[config.mk]
export PLATFORM = sky130hd
export DESIGN_NAME = pkt_xi_rx_arb
export DESIGN_NICKNAME = d
export VERILOG_FILES = /design/src/rtl/pkt_xi_rx_arb.sv
export SDC_FILE = /design/constraint.sdc
export NUM_CORES = 1
export LEC_CHECK = 0
export ABC_AREA = 1
export CAP_MARGIN = 20
export CORE_ASPECT_RATIO = 1.25
export CORE_UTILIZATION = 48
export CTS_CLUSTER_DIAMETER = 50
export DETAILED_ROUTE_END_ITERATION = 16
export PLACE_DENSITY_LB_ADDON = 0.12
export SKIP_LAST_GASP = 1
export SLEW_MARGIN = 10
export SYNTH_ARGS = -nofsm -noshare
export SYNTH_HDL_FRONTEND = slang
export SYNTH_SLANG_ARGS = --single-unit
[constraint.sdc]
create_clock -name clk -period 5.4 [get_ports clk]
set_input_delay 1.08 -clock clk [delete_from_list [all_inputs] [get_ports clk]]
set_output_delay 1.08 -clock clk [all_outputs]
set_load 0.01 [all_outputs]
[src/rtl/pkt_xi_rx_arb.sv]
// -----------------------------------------------------------------------------
// pkt_xi_rx_arb
//   Node-side receiver for the X-direction input links of a mesh connection
//   bundle. It merges N_PORT single-flit valid/ready channels into one stream
//   and buffers the accepted flits in a small FIFO that feeds the routing core.
//   The Y-direction side uses the same block unchanged.
//
//   Arbitration is QoS-first, then round-robin within the winning class.
//   A qos=0 requester that has been stalled for STARVE_LIM cycles is promoted
//   into the high class until it is served, which bounds low-class waiting.
//
// Ports
//   clk        clock
//   rst_n      synchronous reset, active low (drops all buffered flits)
//   xi_vld     per-link valid
//   xi_rdy     per-link ready, at most one bit set
//   xi_qos     per-link QoS (1 = high class)
//   xi_type    per-link 2-bit packet type          (flattened, link i at [2*i +: 2])
//   xi_src     per-link source node ID             (flattened, ID_W per link)
//   xi_tgt     per-link target node ID             (flattened, ID_W per link)
//   xi_data    per-link payload                    (flattened, FLIT_W per link)
//   out_vld    FIFO head valid
//   out_rdy    routing core accepts the head
//   out_qos/out_type/out_src/out_tgt/out_data   head flit fields
//   out_port   index of the link the head flit arrived on
//   occ        FIFO occupancy
// -----------------------------------------------------------------------------
module pkt_xi_rx_arb #(
   parameter  int N_PORT     = 7,
   parameter  int ID_W       = 6,
   parameter  int FLIT_W     = 8,
   parameter  int DEPTH      = 4,
   parameter  int STARVE_LIM = 15,
   localparam int PORT_W     = (N_PORT > 1) ? $clog2(N_PORT) : 1,
   localparam int CNT_W      = $clog2(DEPTH) + 1
) (
   input  logic                     clk,
   input  logic                     rst_n,
   input  logic [N_PORT-1:0]        xi_vld,
   output logic [N_PORT-1:0]        xi_rdy,
   input  logic [N_PORT-1:0]        xi_qos,
   input  logic [2*N_PORT-1:0]      xi_type,
   input  logic [ID_W*N_PORT-1:0]   xi_src,
   input  logic [ID_W*N_PORT-1:0]   xi_tgt,
   input  logic [FLIT_W*N_PORT-1:0] xi_data,
   output logic                     out_vld,
   input  logic                     out_rdy,
   output logic                     out_qos,
   output logic [1:0]               out_type,
   output logic [ID_W-1:0]          out_src,
   output logic [ID_W-1:0]          out_tgt,
   output logic [FLIT_W-1:0]        out_data,
   output logic [PORT_W-1:0]        out_port,
   output logic [CNT_W-1:0]         occ
);

   localparam int AW = (DEPTH > 1) ? $clog2(DEPTH) : 1;
   localparam int SW = $clog2(STARVE_LIM + 1);

   typedef struct packed {
      logic              qos;
      logic [1:0]        typ;
      logic [ID_W-1:0]   src;
      logic [ID_W-1:0]   tgt;
      logic [FLIT_W-1:0] data;
      logic [PORT_W-1:0] port;
   } flit_t;

   // ---------------------------------------------------------------- state
   logic [SW-1:0]     starve_cnt [N_PORT];
   logic [PORT_W-1:0] rr_ptr;
   flit_t             mem [DEPTH];
   logic [AW-1:0]     wr_ptr;
   logic [AW-1:0]     rd_ptr;
   logic [CNT_W-1:0]  count;

   // ---------------------------------------------------------------- arbitration
   logic [N_PORT-1:0] starved;
   logic [N_PORT-1:0] hi_req;
   logic [N_PORT-1:0] lo_req;
   logic [N_PORT-1:0] req;
   logic              gnt_found;
   logic [PORT_W-1:0] gnt_idx;
   logic              space_ok;
   logic              push;
   logic              pop;
   flit_t             wr_flit;

   always_comb begin
      // NOTE: every variable gets a default before any conditional assignment,
      // otherwise a path that skips the write infers a latch.
      starved = '0;
      for (int i = 0; i < N_PORT; i++) begin
         starved[i] = (starve_cnt[i] == SW'(STARVE_LIM));
      end
      hi_req = xi_vld & (xi_qos | starved);
      lo_req = xi_vld & ~hi_req;
      req    = (|hi_req) ? hi_req : lo_req;
   end

   // First requester found scanning rr_ptr+1, rr_ptr+2, ... modulo N_PORT,
   // so the last winner has the lowest priority next time.
   always_comb begin
      int idx;
      idx       = 0;
      gnt_found = 1'b0;
      gnt_idx   = '0;
      for (int k = 1; k <= N_PORT; k++) begin
         idx = int'(rr_ptr) + k;
         if (idx >= N_PORT) begin
            idx = idx - N_PORT;
         end
         if (!gnt_found && req[idx]) begin
            gnt_found = 1'b1;
            gnt_idx   = PORT_W'(idx);
         end
      end
   end

   // Space is judged on the registered count only: a pop in the same cycle
   // does not open a slot, which keeps out_rdy off the xi_rdy path.
   assign space_ok = (count != CNT_W'(DEPTH));

   always_comb begin
      xi_rdy = '0;
      if (rst_n && gnt_found && space_ok) begin
         xi_rdy[gnt_idx] = 1'b1;
      end
   end

   assign push = |xi_rdy;
   assign pop  = out_vld & out_rdy;

   always_comb begin
      wr_flit.qos  = xi_qos[gnt_idx];
      wr_flit.typ  = xi_type[2*gnt_idx +: 2];
      wr_flit.src  = xi_src[ID_W*gnt_idx +: ID_W];
      wr_flit.tgt  = xi_tgt[ID_W*gnt_idx +: ID_W];
      wr_flit.data = xi_data[FLIT_W*gnt_idx +: FLIT_W];
      wr_flit.port = gnt_idx;
   end

   // ---------------------------------------------------------------- starvation
   // A stalled requester counts up and saturates; being served or dropping
   // valid clears the count.
   always_ff @(posedge clk) begin
      // NOTE: sequential state uses non-blocking assignments so every register
      // samples pre-edge values regardless of statement order.
      if (!rst_n) begin
         for (int i = 0; i < N_PORT; i++) begin
            starve_cnt[i] <= '0;
         end
      end else begin
         for (int i = 0; i < N_PORT; i++) begin
            if (xi_vld[i] && !xi_rdy[i]) begin
               if (starve_cnt[i] != SW'(STARVE_LIM)) begin
                  starve_cnt[i] <= starve_cnt[i] + 1'b1;
               end
            end else begin
               starve_cnt[i] <= '0;
            end
         end
      end
   end

   // ---------------------------------------------------------------- FIFO
   always_ff @(posedge clk) begin
      if (!rst_n) begin
         wr_ptr <= '0;
         rd_ptr <= '0;
         count  <= '0;
         rr_ptr <= PORT_W'(N_PORT - 1);
         // NOTE: the storage array is cleared too, so head fields read as zero
         // after reset instead of stale flits from before it.
         for (int i = 0; i < DEPTH; i++) begin
            mem[i] <= '0;
         end
      end else begin
         if (push) begin
            mem[wr_ptr] <= wr_flit;
            wr_ptr      <= wr_ptr + 1'b1;
            rr_ptr      <= gnt_idx;
         end
         if (pop) begin
            rd_ptr <= rd_ptr + 1'b1;
         end
         case ({push, pop})
            2'b10:   count <= count + 1'b1;
            2'b01:   count <= count - 1'b1;
            default: count <= count;
         endcase
      end
   end

   // ---------------------------------------------------------------- outputs
   assign out_vld  = (count != '0);
   assign out_qos  = mem[rd_ptr].qos;
   assign out_type = mem[rd_ptr].typ;
   assign out_src  = mem[rd_ptr].src;
   assign out_tgt  = mem[rd_ptr].tgt;
   assign out_data = mem[rd_ptr].data;
   assign out_port = mem[rd_ptr].port;
   assign occ      = count;

endmodule

==> metrics.cfg <==
[final_layout]
area_delta_synth_final_pct = 35.2
drive_above_1_share_pct = 12.9
multi_input_area_um2 = 5140
layout.nets = 1834
antenna_cells = 0
fin_area_um2 = 13700
fillers = 1812
register_area_um2 = 4210

[worst_hold_path]
min-delay-start = rd_ptr[1]
hold_class = reg -> reg
whs_path_depth = 2

[timing]
worst_slack_ns = -0.00375
clock_skew_ns = 0.0118
tns_ns = -0.00375
tightest_slew_ns = 0.864
hold_viol_final = 0
maxSlewHeadroom_pct = 42.3
fin_crit_ns = 5.40
drv_slew = 0
setup_violations = 1
whs_ns = 0.465
rsz0062_at_grt = true
period_share_pct = 100
fmaxAchievable_mhz = 185

[synth]
netlist_top_cells_area = edfxtp_1, nand2_1, inv_1
yosys.area.top_type = edfxtp_1
synthAdderAreaFrac_pct = 2.41
synth-seq-cells = 144
yosys.area_share.simple_pct = 37.2
synth_warnings = 0
synth.distinct_cells = 38
synth_mux_area_share_pct = 0
synth_top_family_by_area = simple AND/OR/NAND/NOR gates
ys_seq_area_share_pct = 41.4
synth-compound-area-share_pct = 7.58
synth_top_area_share_pct = 39.0
netlist_area_um2 = 10200
avgSynthCellArea_um2 = 7.26
synth_cells = 1398
synth-xor-area-share_pct = 1.55
syn_nets = 1588

[floorplanning]
dieWidth_um = 132
ios = 208
rows = 59
die_h_um = 165
start_util_pct = 49.0
coreArea_um2 = 20700
die-area_um2 = 21700

[cts]
cts_hold_buf = 0
cts.htree.levels = 4
clock-root-buffer = clkbuf_16
tritoncts = built
clkTransAtPathRegs_ns = 0.07
insertion_delay_ns = 0.43
clkSinkCount = 144
cts_buffers = 17
cts_buffer_depth = 2

[placement]
port_buffers = 207
place.gp.congestion = 0.992
hpwl_mm = 24.5
post_dp_cell_area_um2 = 12900

[route]
vias = 10500
routed_wl_mm = 34.4
wl_per_cell_um = 17.8
vias_per_cell = 5.46
drc = 0
drt-initial-drc-count = 815
first_pass_iters = 7
ant_nets = 0

[setup_path]
arrival_ns = 4.32
cp-start-kind = primary input
r2r_cells = 22
required_ns = 4.32
worstPathMaxFanout = 6
critical_path.startpoint = xi_qos[6]
critPathCaptureType = primary output
crit_type = in -> out
reg2reg_from = rr_ptr[0]

[global_route]
grt_max_degree = 69
grt_pass1_vias = 10100
antenna_found_initial = 0
grt_overflow = 0
grt_first_pass_wirelength_mm = 53.0
grt_util_all_layers_pct = 31.8

[run_status]
status = finished, violations left
violations = negative setup slack

[flow_run]
cap_viol_max_count = 0

==> flip-flops by register name, indices dropped and copies added (netlist names), named ones only <==
register    cells
mem           104
rr_ptr          3
rd_ptr          2
wr_ptr          2
occ             3
starve_cnt     28
==> worst paths after layout <==
kind / slack (ns) / to
worst max-delay path: -0.004 / xi_rdy[3]
worst min-delay path: 0.47 / flip-flop
worst max register to register: 0.76 / mem[0][16]
worst min register to register: 0.47 / flip-flop
==> worst max-delay path: stages <==
cell and delay (ns):
clkdlybuf4s50_1 0.50, inv_1 0.05, a21oi_1 0.14, buf_4 0.14, nor2_4 0.03, buf_12 0.13, nand3_2 0.10, buf_4 0.14
nand2_2 0.07, o211ai_1 0.23, nand3_1 0.13, nand2_2 0.12, inv_2 0.08, nor3_4 0.26, nand3_2 0.15, nand3_4 0.17
nand2_1 0.08, nor2_2 0.15, clkdlybuf4s50_1 0.56
==> metrics by stage <==
step                std cells  worst slack [ns]  utilization (%)
floorplan                1398             0.179                -
global placement         1890            -0.120             62.0
detailed placement       1890            -0.115             62.0
CTS                      1928          -0.00683             65.8
global route             1931            -0.197             66.2
finish                   1931          -0.00375             66.2
==> layer usage <==
layer,part of all wire (%),wire (um),track usage [%],vias up
met5,0,0,0,-
met4,3.9,1330,15.3,0
met3,6.4,2190,4.30,86
met2,50,17300,57.0,432
met1,39,13500,37.7,4887
li1,-,-,-,5136
==> final cells by class <==
type	count	area share (%)
clock inverters	14	1.18
multi-input cells	1000	37.5
well taps	274	2.50
repair buffers	290	19.8
clock buffers	18	3.20
inverters	191	5.22
flip-flops and latches	144	30.6
==> synth_stat cells (all sizes together) <==
cell	number
nand3	109
ha	18
nor2	166
o211ai	6
buf	32
o31ai	1
o21a	1
a211oi	1
nand2	395
edfxtp	132
inv	191
nor3	70
dfxtp	12
nand4	79
fa	1
xor2	11
or2	1
a21oi	19
nand3b	3
a31oi	3
xnor2	7
o21ai	82
clkbuf	31
o22ai	27
==> what timing repair did <==
action / in CTS / in global routing
cloned: 0 / 0
endpoints found under the hold margin: 0 / 0
endpoints found under the setup margin: 7 / 6
gates resized for setup: 34 / 16
pin swaps: 15 / 8
setup buffers: 6 / 3
==> cells by family after synthesis <==
group | after synthesis
buffers and inverters | 254
DFF | 144
AOI/OAI and AO/OA | 140
and+or+nand+nor | 823
xor gates and xnor gates | 18
adders and majority gates | 19
==> layout by cell type, fill, tap and decap left out, types with 3 or more instances in the layout <==
cell / count
nand2_1: 376
clkdlybuf4s50_1: 201
inv_1: 176
nor2_1: 152
edfxtp_1: 132
nand3_1: 94
buf_4: 81
nand4_1: 77
o21ai_0: 67
nor3_1: 45
o22ai_1: 27
nor3_2: 24
a21oi_1: 18
nand2_2: 17
ha_1: 17
clkbuf_16: 17
inv_2: 15
xor2_1: 11
dfxtp_1: 11
o21ai_1: 10
nand3_2: 9
nor2_4: 7
xnor2_1: 7
nand3_4: 6
nor2_2: 6
inv_6: 6
o211ai_1: 5
o21ai_2: 5
inv_8: 4
dlygate4sd2_1: 4
a31oi_1: 3
nand3b_1: 3
Power is not shown: default switching activity piles up to over one toggle a cycle in this logic, so the estimate is an artifact.
